==> config.mk <==
export PLATFORM = sky130hd
export DESIGN_NAME = sram_burst_ctrl_flat
export DESIGN_NICKNAME = d
export VERILOG_FILES = /design/src/rtl/sram_burst_ctrl_pkg.sv /design/src/rtl/sram_burst_ctrl_if.sv /design/src/rtl/sram_burst_ctrl_rd_skid.sv /design/src/rtl/sram_burst_ctrl.sv /design/src/flat_wrapper.sv
export SDC_FILE = /design/constraint.sdc
export NUM_CORES = 1
export LEC_CHECK = 0
export ABC_AREA = 0
export CORE_MARGIN = 5
export CORE_UTILIZATION = 45
export CTS_CLUSTER_SIZE = 10
export DETAILED_ROUTE_END_ITERATION = 8
export PLACE_DENSITY = 0.83
export SYNTH_ARGS = -nofsm -noshare
export SYNTH_HDL_FRONTEND = slang
export SYNTH_HIERARCHICAL = 1
export SYNTH_SLANG_ARGS = --single-unit
==> constraint.sdc <==
create_clock -name clk -period 6.7 [get_ports clk]
set_input_delay 1.005 -clock clk [delete_from_list [all_inputs] [get_ports clk]]
set_output_delay 1.005 -clock clk [all_outputs]
set_load 0.03 [all_outputs]
==> src/rtl/sram_burst_ctrl_pkg.sv <==
// Shared types and sizing for the SRAM burst controller.
// FSM state encoding, skid depth and default bus widths.
package sram_burst_pkg;

  typedef enum logic [1:0] {
    IDLE  = 2'd0,
    WRITE = 2'd1,
    READ  = 2'd2,
    DRAIN = 2'd3
  } state_t;

  localparam int DEF_DATA_WIDTH = 8;
  localparam int DEF_ADDR_WIDTH = 4;
  localparam int DEPTH          = 2 ** DEF_ADDR_WIDTH;
  localparam int SKID_DEPTH     = 2;
  localparam int SKID_CNT_W     = $clog2(SKID_DEPTH + 1);

endpackage

==> src/rtl/sram_burst_ctrl_if.sv <==
// Command, write-stream, read-stream and SRAM-side signals of the burst controller.
// slave = controller side, master = initiator/SRAM environment side.
interface sram_burst_ctrl_if #(
  parameter int DATA_WIDTH = sram_burst_pkg::DEF_DATA_WIDTH,
  parameter int ADDR_WIDTH = sram_burst_pkg::DEF_ADDR_WIDTH
) ();
  logic                  cmd_valid;
  logic                  cmd_ready;
  logic                  cmd_write;
  logic [ADDR_WIDTH-1:0] cmd_addr;
  logic [ADDR_WIDTH-1:0] cmd_len;
  logic [DATA_WIDTH-1:0] wr_data;
  logic                  wr_valid;
  logic                  wr_ready;
  logic [DATA_WIDTH-1:0] rd_data;
  logic                  rd_valid;
  logic                  rd_ready;
  logic                  busy;
  logic                  sram_en;
  logic                  sram_we;
  logic [ADDR_WIDTH-1:0] sram_addr;
  logic [DATA_WIDTH-1:0] sram_din;
  logic [DATA_WIDTH-1:0] sram_dout;

  modport slave (
    input  cmd_valid, cmd_write, cmd_addr, cmd_len, wr_data, wr_valid, rd_ready, sram_dout,
    output cmd_ready, wr_ready, rd_data, rd_valid, busy, sram_en, sram_we, sram_addr, sram_din
  );

  modport master (
    output cmd_valid, cmd_write, cmd_addr, cmd_len, wr_data, wr_valid, rd_ready, sram_dout,
    input  cmd_ready, wr_ready, rd_data, rd_valid, busy, sram_en, sram_we, sram_addr, sram_din
  );
endinterface

==> src/rtl/sram_burst_ctrl_rd_skid.sv <==
// Two-entry FIFO catching SRAM read returns so read beats survive consumer backpressure.
// Output data reads as zero while empty.
module sram_rd_skid
  import sram_burst_pkg::*;
#(
  parameter int DATA_WIDTH = DEF_DATA_WIDTH
) (
  input  logic                  clk,
  input  logic                  rst_n,
  input  logic                  i_push,
  input  logic [DATA_WIDTH-1:0] i_push_dat,
  input  logic                  i_pop,
  output logic [SKID_CNT_W-1:0] o_count,
  output logic [DATA_WIDTH-1:0] o_dat,
  output logic                  o_vld
);
  logic [DATA_WIDTH-1:0] r_mem [SKID_DEPTH];
  logic                  r_wr_ptr;
  logic                  r_rd_ptr;
  logic [SKID_CNT_W-1:0] r_count;
  logic                  w_pop;

  assign w_pop   = i_pop && (r_count != '0);
  assign o_count = r_count;
  assign o_vld   = (r_count != '0);
  assign o_dat   = o_vld ? r_mem[r_rd_ptr] : '0;

  always_ff @(posedge clk or negedge rst_n) begin
    if (!rst_n) begin
      for (int i = 0; i < SKID_DEPTH; i++) r_mem[i] <= '0;
      r_wr_ptr <= 1'b0;
      r_rd_ptr <= 1'b0;
      r_count  <= '0;
    end else begin
      if (i_push) begin
        r_mem[r_wr_ptr] <= i_push_dat;
        r_wr_ptr        <= ~r_wr_ptr;
      end
      if (w_pop) r_rd_ptr <= ~r_rd_ptr;
      r_count <= r_count + {{(SKID_CNT_W-1){1'b0}}, i_push} - {{(SKID_CNT_W-1){1'b0}}, w_pop};
    end
  end
endmodule

==> src/rtl/sram_burst_ctrl.sv <==
// Burst controller for a single-port synchronous SRAM: one write or read burst at a time.
// Writes stream straight to the SRAM; reads return through a 2-entry skid buffer.
module sram_burst_ctrl
  import sram_burst_pkg::*;
#(
  parameter int DATA_WIDTH = DEF_DATA_WIDTH,
  parameter int ADDR_WIDTH = DEF_ADDR_WIDTH
) (
  input logic              clk,
  input logic              rst_n,
  sram_burst_ctrl_if.slave bus
);
  state_t                  r_state;
  logic [ADDR_WIDTH-1:0]   r_addr;
  logic [ADDR_WIDTH-1:0]   r_rem;
  logic                    r_inflight;
  logic [SKID_CNT_W-1:0]   w_skid_cnt;
  logic [DATA_WIDTH-1:0]   w_skid_dat;
  logic                    w_skid_vld;
  logic                    w_pop;
  logic                    w_issue;
  logic                    w_wr_beat;
  logic [SKID_CNT_W:0]     w_occ;

  // Only issue a read when the skid buffer is guaranteed room for its return.
  assign w_pop     = w_skid_vld && bus.rd_ready;
  assign w_occ     = {1'b0, w_skid_cnt} + {{SKID_CNT_W{1'b0}}, r_inflight}
                   - {{SKID_CNT_W{1'b0}}, w_pop};
  assign w_issue   = (r_state == READ) && (w_occ < (SKID_CNT_W+1)'(SKID_DEPTH));
  assign w_wr_beat = (r_state == WRITE) && bus.wr_valid;

  assign bus.cmd_ready = (r_state == IDLE);
  assign bus.busy      = (r_state != IDLE);
  assign bus.wr_ready  = (r_state == WRITE);
  assign bus.sram_en   = w_wr_beat || w_issue;
  assign bus.sram_we   = w_wr_beat;
  assign bus.sram_addr = ((r_state == WRITE) || (r_state == READ)) ? r_addr : '0;
  assign bus.sram_din  = (r_state == WRITE) ? bus.wr_data : '0;
  assign bus.rd_data   = w_skid_dat;
  assign bus.rd_valid  = w_skid_vld;

  always_ff @(posedge clk or negedge rst_n) begin
    if (!rst_n) begin
      r_state    <= IDLE;
      r_addr     <= '0;
      r_rem      <= '0;
      r_inflight <= 1'b0;
    end else begin
      r_inflight <= w_issue;
      case (r_state)
        IDLE: begin
          if (bus.cmd_valid) begin
            r_addr  <= bus.cmd_addr;
            r_rem   <= bus.cmd_len;
            r_state <= bus.cmd_write ? WRITE : READ;
          end
        end
        WRITE: begin
          if (w_wr_beat) begin
            r_addr <= r_addr + 1'b1;
            r_rem  <= r_rem - 1'b1;
            if (r_rem == '0) r_state <= IDLE;
          end
        end
        READ: begin
          if (w_issue) begin
            r_addr <= r_addr + 1'b1;
            r_rem  <= r_rem - 1'b1;
            if (r_rem == '0) r_state <= DRAIN;
          end
        end
        DRAIN: begin
          if (!r_inflight && (w_skid_cnt == '0)) r_state <= IDLE;
        end
        default: r_state <= IDLE;
      endcase
    end
  end

  sram_rd_skid #(.DATA_WIDTH(DATA_WIDTH)) u_rd_skid (
    .clk        (clk),
    .rst_n      (rst_n),
    .i_push     (r_inflight),
    .i_push_dat (bus.sram_dout),
    .i_pop      (w_pop),
    .o_count    (w_skid_cnt),
    .o_dat      (w_skid_dat),
    .o_vld      (w_skid_vld)
  );
endmodule

==> src/flat_wrapper.sv <==
// flat-port wrapper written by rule: the top's interface ports become plain ports
module sram_burst_ctrl_flat import sram_burst_pkg::*;
#(
  parameter int DATA_WIDTH = DEF_DATA_WIDTH,
  parameter int ADDR_WIDTH = DEF_ADDR_WIDTH
)
  (clk, rst_n, bus_cmd_valid, bus_cmd_write, bus_cmd_addr, bus_cmd_len, bus_wr_data, bus_wr_valid, bus_rd_ready, bus_sram_dout, bus_cmd_ready, bus_wr_ready, bus_rd_data, bus_rd_valid, bus_busy, bus_sram_en, bus_sram_we, bus_sram_addr, bus_sram_din);
  sram_burst_ctrl_if #(.DATA_WIDTH(DATA_WIDTH), .ADDR_WIDTH(ADDR_WIDTH)) bus_i ();
  input logic clk;
  input logic rst_n;
  input wire logic [$bits(bus_i.cmd_valid)-1:0] bus_cmd_valid;
  input wire logic [$bits(bus_i.cmd_write)-1:0] bus_cmd_write;
  input wire logic [$bits(bus_i.cmd_addr)-1:0] bus_cmd_addr;
  input wire logic [$bits(bus_i.cmd_len)-1:0] bus_cmd_len;
  input wire logic [$bits(bus_i.wr_data)-1:0] bus_wr_data;
  input wire logic [$bits(bus_i.wr_valid)-1:0] bus_wr_valid;
  input wire logic [$bits(bus_i.rd_ready)-1:0] bus_rd_ready;
  input wire logic [$bits(bus_i.sram_dout)-1:0] bus_sram_dout;
  output wire logic [$bits(bus_i.cmd_ready)-1:0] bus_cmd_ready;
  output wire logic [$bits(bus_i.wr_ready)-1:0] bus_wr_ready;
  output wire logic [$bits(bus_i.rd_data)-1:0] bus_rd_data;
  output wire logic [$bits(bus_i.rd_valid)-1:0] bus_rd_valid;
  output wire logic [$bits(bus_i.busy)-1:0] bus_busy;
  output wire logic [$bits(bus_i.sram_en)-1:0] bus_sram_en;
  output wire logic [$bits(bus_i.sram_we)-1:0] bus_sram_we;
  output wire logic [$bits(bus_i.sram_addr)-1:0] bus_sram_addr;
  output wire logic [$bits(bus_i.sram_din)-1:0] bus_sram_din;
  assign bus_i.cmd_valid = bus_cmd_valid;
  assign bus_i.cmd_write = bus_cmd_write;
  assign bus_i.cmd_addr = bus_cmd_addr;
  assign bus_i.cmd_len = bus_cmd_len;
  assign bus_i.wr_data = bus_wr_data;
  assign bus_i.wr_valid = bus_wr_valid;
  assign bus_i.rd_ready = bus_rd_ready;
  assign bus_i.sram_dout = bus_sram_dout;
  assign bus_cmd_ready = bus_i.cmd_ready;
  assign bus_wr_ready = bus_i.wr_ready;
  assign bus_rd_data = bus_i.rd_data;
  assign bus_rd_valid = bus_i.rd_valid;
  assign bus_busy = bus_i.busy;
  assign bus_sram_en = bus_i.sram_en;
  assign bus_sram_we = bus_i.sram_we;
  assign bus_sram_addr = bus_i.sram_addr;
  assign bus_sram_din = bus_i.sram_din;
  sram_burst_ctrl #(.DATA_WIDTH(DATA_WIDTH), .ADDR_WIDTH(ADDR_WIDTH)) u_core (.clk(clk), .rst_n(rst_n), .bus(bus_i));
endmodule
[Word-level counts from Yosys, hierarchy flattened]
Cells that the tools add are included.
Word-level totals
  input port bits: 30
  logic and storage cells: 74
  register bits: 31
  output and inout port bits: 26
Cells by class
  bitwise gates (word level): 4
  $add $sub $neg: 6
  $lt $le $gt $ge: 4
  reductions and logical operators: 17
  mux-type cells: 25
  eq/ne operators: 9
Operators with widths (count)
  $mux 8: 6
  $mux 4: 7
  $pmux 4 s3: 2
  $bwmux 16: 1
  $mux 2: 7
  $demux 8 s1: 1
  $ne 2x1->1 const B: 4
  $pmux 2 s4: 1
  $logic_and 1x1->1: 6
  $reduce_and 6->1: 1
  $add 4x1->4 const B: 1
  $eq 2x2->1 const B: 2
  $ge 2x2->1 const B: 2
  $logic_not 2->1: 2
  $logic_not 4->1: 1
  $ne 2x2->1 const B: 2
  $not 1->2: 2
  $reduce_and 4->1: 1
  $reduce_bool 2->1: 2
  $sub 4x1->4 const B: 1
  $add 2x1->3: 1
  $lt 3x2->1 const B: 1
  $reduce_bool 3->1: 1
  $sub 3x1->3: 1
  other kinds (7): 9

[Logic depth before layout (Yosys ltp)]
Gate-level depths: netlist (run 1).
  depth in word-level cells: 7
  depth in mapped cells: 10

[Cells and area by module]
Netlist (run 1), hierarchy kept.
By module, submodules not included
  sram_rd_skid: area an instance 935.9 um^2, cells an instance 68, instances 1
  sram_burst_ctrl: area an instance 843.3 um^2, cells an instance 89, instances 1

[Least setup slack after synthesis (run 1)]
Ideal clock, no wire load.
  kind: reg2out
  start point: reg u_core.u_rd_skid.r_count[1], in the netlist u_core/u_rd_skid/o_count[1]
  end point: out bus_sram_en
  arrival time: 2.717 ns
  cell stages (with the launch flop): 10
  slack: 2.978 ns
  cell sequence: dfrtp_1 nor2_1 inv_1 and2_1 ha_1 nand2b_1 fa_1 xnor2_1 and3_1 or2_2
Between the ends
  word-level cells in the longest chain between the ends: 6
Ends and longest elaborated chain
  start, declared: line sram_burst_ctrl_rd_skid.sv:20  | logic [SKID_CNT_W-1:0] r_count;
  start signal, assigned: line sram_burst_ctrl_rd_skid.sv:40  | r_count <= r_count + {{(SKID_CNT_W-1){1'b0}}, i_push} - {{(SKID_CNT_W-1){1'b0}}, w_pop};
  $reduce_bool 2->1: line sram_burst_ctrl_rd_skid.sv:25  | assign o_vld = (r_count != '0);
  net bus_rd_valid: line flat_wrapper.sv:22  | output wire logic [$bits(bus_i.rd_valid)-1:0] bus_rd_valid;
  $logic_and 1x1->1: line sram_burst_ctrl.sv:26  | assign w_pop = w_skid_vld && bus.rd_ready;
  net u_core.w_pop: line sram_burst_ctrl.sv:20  | logic w_pop;
  $sub 3x1->3: line sram_burst_ctrl.sv:28  | - {{SKID_CNT_W{1'b0}}, w_pop};
  $lt 3x2->1: line sram_burst_ctrl.sv:29  | assign w_issue = (r_state == READ) && (w_occ < (SKID_CNT_W+1)'(SKID_DEPTH));
  $logic_and 1x1->1: line sram_burst_ctrl.sv:29
  net u_core.w_issue: line sram_burst_ctrl.sv:21  | logic w_issue;
  $logic_or 1x1->1: line sram_burst_ctrl.sv:35  | assign bus.sram_en = w_wr_beat || w_issue;
  end, declared: line flat_wrapper.sv:24  | output wire logic [$bits(bus_i.sram_en)-1:0] bus_sram_en;
The timed path passes the listed nets, and every way through them passes these cells.

[Final worst setup path (run 1)]
  start point: in bus_rd_ready
  end point: out bus_sram_en
Between the ends
  word-level cells in the longest chain between the ends: 5
Ends and longest elaborated chain
  start, declared: line flat_wrapper.sv:17  | input wire logic [$bits(bus_i.rd_ready)-1:0] bus_rd_ready;
  $logic_and 1x1->1: line sram_burst_ctrl.sv:26
  net u_core.w_pop: line sram_burst_ctrl.sv:20
  $sub 3x1->3: line sram_burst_ctrl.sv:28
  $lt 3x2->1: line sram_burst_ctrl.sv:29
  $logic_and 1x1->1: line sram_burst_ctrl.sv:29
  net u_core.w_issue: line sram_burst_ctrl.sv:21
  $logic_or 1x1->1: line sram_burst_ctrl.sv:35
The timed path passes the listed nets, and every way through them passes these cells.

==> results of run 1 <==
report_power, final:
part | internal [mW] | switching (mW) | leakage (nW) | total [mW]
registers | 0.287 | 0.0860 | 0.369 | 0.373
logic | 0.425 | 0.427 | 0.676 | 0.852
clock network | 0.0803 | 0.0625 | 0.0470 | 0.143
routing by layer:
metal,routed length [µm],vias up,global-route usage [%]
li1,-,639,-
met4,68,0,6.762
met3,246,4,4.683
met2,1687,39,22.85
met5,0,-,0
met1,1502,612,17.46
final timing paths:
path,to,cells past startpoint,slack (ns),from
worst max-delay path,bus_sram_en,9,2.15,bus_rd_ready
worst min-delay path,u_core/u_rd_skid/r_mem[0]$_DFFE_PN0P_,1,0.51,u_core/u_rd_skid/r_mem[0]$_DFFE_PN0P_
worst max register to register,u_core/r_addr[0]$_DFFE_PN0P_,10,3.28,u_core/u_rd_skid/o_count[1]$_DFF_PN0_
worst min register to register,u_core/u_rd_skid/r_mem[0]$_DFFE_PN0P_,1,0.51,u_core/u_rd_skid/r_mem[0]$_DFFE_PN0P_
max in group asynchronous,u_core/r_addr[0]$_DFFE_PN0P_,2,5.31,rst_n
min in group asynchronous,u_core/u_rd_skid/r_mem[10]$_DFFE_PN0P_,2,1.12,rst_n
synthesized netlist by cell type (all sizes together):
library cell | number | share of area (%)
nand3 | 1 | 0.28
or2 | 1 | 0.35
o22ai | 1 | 0.35
and2 | 14 | 4.9
clkbuf | 2 | 0.42
xnor2 | 7 | 3.4
nor3 | 2 | 0.56
xor2 | 2 | 0.98
nand2b | 1 | 0.35
o21ai | 4 | 1.1
inv | 11 | 2.3
buf | 3 | 1.2
o31ai | 1 | 0.42
a21boi | 1 | 0.42
nor3b | 1 | 0.42
ha | 9 | 6.3
a21oi | 4 | 1.1
fa | 1 | 1.1
mux2i | 11 | 6.2
a211oi | 1 | 1.1
nand2 | 5 | 1.2
dfrtp | 31 | 44
nor2 | 16 | 3.4
mux2 | 25 | 18
nor2b | 1 | 0.49
and3 | 1 | 0.35
logic make-up after synthesis:
kind of cell	share of synthesized area (%)
simple gates	12.31
mux	23.70
flops	43.60
buf+inv	3.938
compound gates	4.572
fa+ha+maj	7.454
xor+xnor	4.431
final cells by class:
type,count,area (µm²),area share [%]
Clock inverter,1,5.005,0.2038
Sequential cell,31,775.7,31.58
Inverter,11,41.29,1.681
Timing Repair Buffer,56,558.0,22.72
Clock buffer,6,82.58,3.362
Multi-Input combinational cell,110,933.4,38.00
Tap cell,48,60.06,2.445
sequential cells by signal, indices dropped and copies added (netlist names):
register,count
u_core/u_rd_skid/o_count,2
u_core/u_rd_skid/r_mem,16
u_core/r_rem,4
u_core/r_inflight,1
u_core/r_addr,4
u_core/u_rd_skid/r_rd_ptr,1
u_core/u_rd_skid/r_wr_ptr,1
u_core/r_state,2
worst register-to-register path, delay by kind of cell, from the launching register on:
family                     cells  cell delay, ns
adders and majority gates      2            0.64
AOI/OAI and AO/OA              2            0.64
buffers and inverters          1            0.12
DFF                            1            0.46
muxes                          1            0.40
xor gates and xnor gates       1            0.20
and+or+nand+nor                3            0.84
==> impl_metrics.tcl, run 1 <==
set metrics [dict create \
    status "finished clean" \
    hold_viol 0 \
    finalSetupTns_ns 0 \
    slew_viol_final 0 \
    vias 1294 \
    grt_pass1_wl_mm 5.830 \
    finish.instance_area_um2 2456 \
    drv_cap 0 \
    fin_crit_sh_pct 67.97 \
    timing.critical_path.buf_inv 2 \
    grt_use_total_pct 14.33 \
    preCtsSetupSlack_ns 2.141 \
    dieArea_um2 5311 \
    grt_max_degree 32 \
    cts_tree "done" \
    rows 22 \
    start_util_pct 47.53 \
    cp.arrival_ns 3.55 \
    syn_area_um2 1779 \
    n_antenna_cell 0 \
    slowest_delay_ns 0.59 \
    required_ns 5.69 \
    relSlewSlack_pct 59.19 \
    postSynthAreaPerCell_um2 11.33 \
    skew_ns 0.007672 \
    drive_gt1_share_pct 17.21 \
    cp-end-kind "primary output" \
    clockBufferDepth 2 \
    startpoint_type "input pin" \
    antenna_found_initial 0 \
    stdcell_count 263 \
    worstMarginPinSlew_ns 0.6094 \
    path_common_cell "clkdlybuf4s50_1" \
    dp.cells 256 \
    setup_viol 0 \
    fin_nets 255 \
    ctsRootBufferMaster "clkbuf_8" \
    hp-class "reg2reg" \
    finalCriticalPeriod_ns 4.554 \
    yosysUniqueCellTypes 29 \
    core_area_um2 3744 \
    worstSetupPathType "in2out" \
    rsz0062_at_grt "no" \
    clock-sinks 31 \
    ctsHoldBuffers 0 \
    critPathSlowestCell "clkdlybuf4s50_1" \
    layout_common_cells "55 x clkdlybuf4s50_1, 31 x dfrtp_1, 17 x mux2_2, 16 x nor2_1, 14 x and2_1" \
    place_area_um2 2369 \
    p_leak_nw 1.092 \
    critPathMaxFanout 2 \
    yosysWarnings 6 \
    ys_ff_latch 31 \
    area_growth_pct 38.05 \
    die_w_um 72.88 \
    dp_hpwl_mm 2.741 \
    portBuffers 55 \
    clkLatencyLatePin_ns 0.28 \
    powerDensity_nw_per_um2 556.7 \
    layout_commonest_cell "clkdlybuf4s50_1" \
    grt_overflow 0 \
    post_cts_buffers 0 \
    numCtsBuffers 5 \
    place_congestion 0.7437 \
    clk_pin_slew_ns 0.06 \
    worst_slack_ns 2.146 \
    critPathTopFamily "buffers and inverters" \
    wl_per_cell_um 13.32 \
    timing.fmax_mhz 219.6 \
    netlist_instances 157 \
    hold_ws_ns 0.5074 \
    grt_pass1_vias 1298 \
    firstDrtPassIters 4 \
    vias_per_cell 4.920 \
    power.total_mw 1.367 \
    synth-seq-area-share_pct 43.60 \
    finish.utilization_pct 65.61 \
    syn_nets 197 \
    die_y_um 72.88 \
    vdd_drop_max_mv 0.2801 \
    route.detailed.drc 0 \
    drt_iter0_drc 20 \
    cts_resized 0 \
    antenna_left 0 \
    fill_cells 319 \
    crit_chain "clkdlybuf4s50_1 > and2_1 > ha_1 > nand2b_1 > fa_1 > xnor2_1 > and3_1 > or2_2 > clkdlybuf4s50_1" \
    drt_wl_total_mm 3.504 \
    io_pins 56 \
    htreeDepth 2 \
]
Power figures use the tool's default switching activity.
==> run 2, diff against run 1 <==
==> constraint.sdc (replaced) <==
create_clock -name clk -period 4.4 [get_ports clk]
set_input_delay 0.66 -clock clk [delete_from_list [all_inputs] [get_ports clk]]
set_output_delay 0.66 -clock clk [all_outputs]
set_load 0.03 [all_outputs]
==> impl_metrics.tcl, run 2 (synthesis results as in run 1) <==
set metrics [dict create \
    multi_input_area_um2 933.4 \
    ctsHoldBuffers 0 \
    dieArea_um2 5311 \
    layout_common_cells "55 x clkdlybuf4s50_1, 31 x dfrtp_1, 17 x mux2_2, 16 x nor2_1, 14 x and2_1" \
    drt_iter0_drc 36 \
    htreeDepth 2 \
    reg2reg_from "u_core/u_rd_skid/o_count[1]$_DFF_PN0_" \
    antenna_found_initial 0 \
    grt_pass1_vias 1283 \
    top_layer "met4" \
    place_congestion 0.7065 \
    largestRegisters "u_core/u_rd_skid/r_mem x16, u_core/r_addr x4, u_core/r_rem x4" \
    status "finished clean" \
    route.detailed.drc 0 \
    drv_cap 0 \
    wl_met3_um 235 \
    grt_overflow 0 \
    layout_commonest_cell "clkdlybuf4s50_1" \
    wl_per_cell_um 13.31 \
    drt_wl_total_mm 3.528 \
    vdd_drop_max_mv 0.3974 \
    met2_length_mm 1.658 \
    drive_gt1_share_pct 17.97 \
    relSlewSlack_pct 60.40 \
    hold_end "u_core/u_rd_skid/r_mem[6]$_DFFE_PN0P_" \
    portBuffers 55 \
    start_util_pct 47.53 \
    switchingPower_uw 887.0 \
    clock-sinks 31 \
    hold_start "u_core/u_rd_skid/r_mem[6]$_DFFE_PN0P_" \
    rr_endpoint "u_core/r_addr[1]$_DFFE_PN0P_" \
    setup_viol 0 \
    internal-power_mw 1.273 \
    numCtsBuffers 5 \
    powerDensity_nw_per_um2 866.1 \
    clk_pin_slew_ns 0.06 \
    rows 22 \
    fin_nets 256 \
    dp_hpwl_mm 2.763 \
    firstDrtPassIters 4 \
    worstSetupPathType "reg2out" \
    antenna_left 0 \
    fin_crit_sh_pct 89.75 \
    hold_viol 0 \
    p_comb_share_pct 60.4 \
    p_leak_nw 1.111 \
    clockBufferDepth 2 \
    top_register "u_core/u_rd_skid/r_mem" \
    clkLatencyLatePin_ns 0.28 \
    hp-class "reg2reg" \
    reg2reg_depth 11 \
    power.total_mw 2.160 \
    finalCriticalPeriod_ns 3.949 \
    worstMarginPinSlew_ns 0.5913 \
    die_w_um 72.88 \
    io_pins 56 \
    largest_reg_flops 16 \
    slew_viol_final 0 \
    r2r_slack_ns 1.27 \
    register_area_um2 775.7 \
    grt_use_total_pct 14.81 \
    cp.arrival_ns 3.29 \
    cts_tree "done" \
    preCtsSetupSlack_ns 0.5183 \
    grt_max_degree 32 \
    vias_per_cell 4.860 \
    grt_pass1_wl_mm 5.809 \
    core_area_um2 3744 \
    startpoint_type "register" \
    worst_slack_ns 0.4511 \
    clockPowerShare_pct 13.2 \
    n_antenna_cell 0 \
    area_growth_pct 40.15 \
    vias 1288 \
    cp-end-kind "primary output" \
    fill_cells 297 \
    seq_power_share_pct 26.4 \
    skew_ns 0.002235 \
    post_cts_buffers 0 \
    cts_resized 0 \
    m1WireLength_mm 1.559 \
    holdPathStages 1 \
    required_ns 3.74 \
    timing.fmax_mhz 253.2 \
    switching_share_pct 41.07 \
    critPathMaxFanout 9 \
    ctsRootBufferMaster "clkbuf_8" \
    finalSetupTns_ns 0 \
    rsz0062_at_grt "no" \
    die_y_um 72.88 \
]
==> run 2: cell count changes in the layout (fill, tap and decap cells not counted), sizes merged <==
| cell | change |
|---|---|
| bufinv | +1 |
| buf | +1 |
==> run 2: power by group through the flow <==
stage,logic (mW),clock network (mW),registers [mW]
floorplan,0.962,0,0.522
global placement,1.29,0,0.563
detailed placement,1.32,0,0.573
CTS,1.32,0.295,0.570
global route,1.43,0.306,0.590
finish,1.30,0.286,0.570
==> run 2: routing by layer <==
| layer | vias up | track usage, % |
|---|---|---|
| li1 | 635 | - |
| met1 | 607 | 16.93 |
| met2 | 38 | 24.25 |
| met3 | 8 | 4.683 |
| met4 | 0 | 8.607 |
| met5 | - | 0 |
==> run 2: through the flow <==
stage | hold WS, ns | std cells | utilization [%] | instance area [µm²]
after detailed placement | 0.4942 | 257 | 63.47 | 2376
after global routing | 0.5121 | 265 | 66.61 | 2494
after CTS | 0.5091 | 265 | 66.61 | 2494
after floorplan | 0.3644 | 157 | - | 1779
after global placement | 0.4880 | 257 | 63.47 | 2376
final | 0.5067 | 265 | 66.61 | 2494
==> run 2: worst max-delay path, cell delays in order, from the launching register on <==
cell	delay, ns
dfrtp_1	0.46
nor2_1	0.13
buf_4	0.17
inv_1	0.06
and2_1	0.16
ha_1	0.26
nand2b_1	0.16
fa_1	0.39
xnor2_1	0.15
and3_1	0.19
or2_2	0.27
clkdlybuf4s50_1	0.60
==> run 2: area by class of cell <==
| cell class | count | share of cell area [%] |
|---|---|---|
| Clock inverter | 2 | 1.405 |
| Multi-Input combinational cell | 110 | 37.43 |
| Inverter | 11 | 1.656 |
| Timing Repair Buffer | 57 | 22.68 |
| Sequential cell | 31 | 31.11 |
| Tap cell | 48 | 2.408 |
| Clock buffer | 6 | 3.312 |
==> run 2: how the worst max path moves through the flow <==
stage	slack (ns)	end	start	cells past startpoint
floorplan	1.02	bus_sram_en	u_core/u_rd_skid/o_count[1]$_DFF_PN0_	9
global placement	0.57	bus_sram_en	bus_rd_ready	9
detailed placement	0.52	bus_sram_en	bus_rd_ready	9
CTS	0.42	bus_sram_en	u_core/u_rd_skid/o_count[1]$_DFF_PN0_	11
global route	0.25	bus_sram_en	u_core/u_rd_skid/o_count[1]$_DFF_PN0_	11
finish	0.45	bus_sram_en	u_core/u_rd_skid/o_count[1]$_DFF_PN0_	11
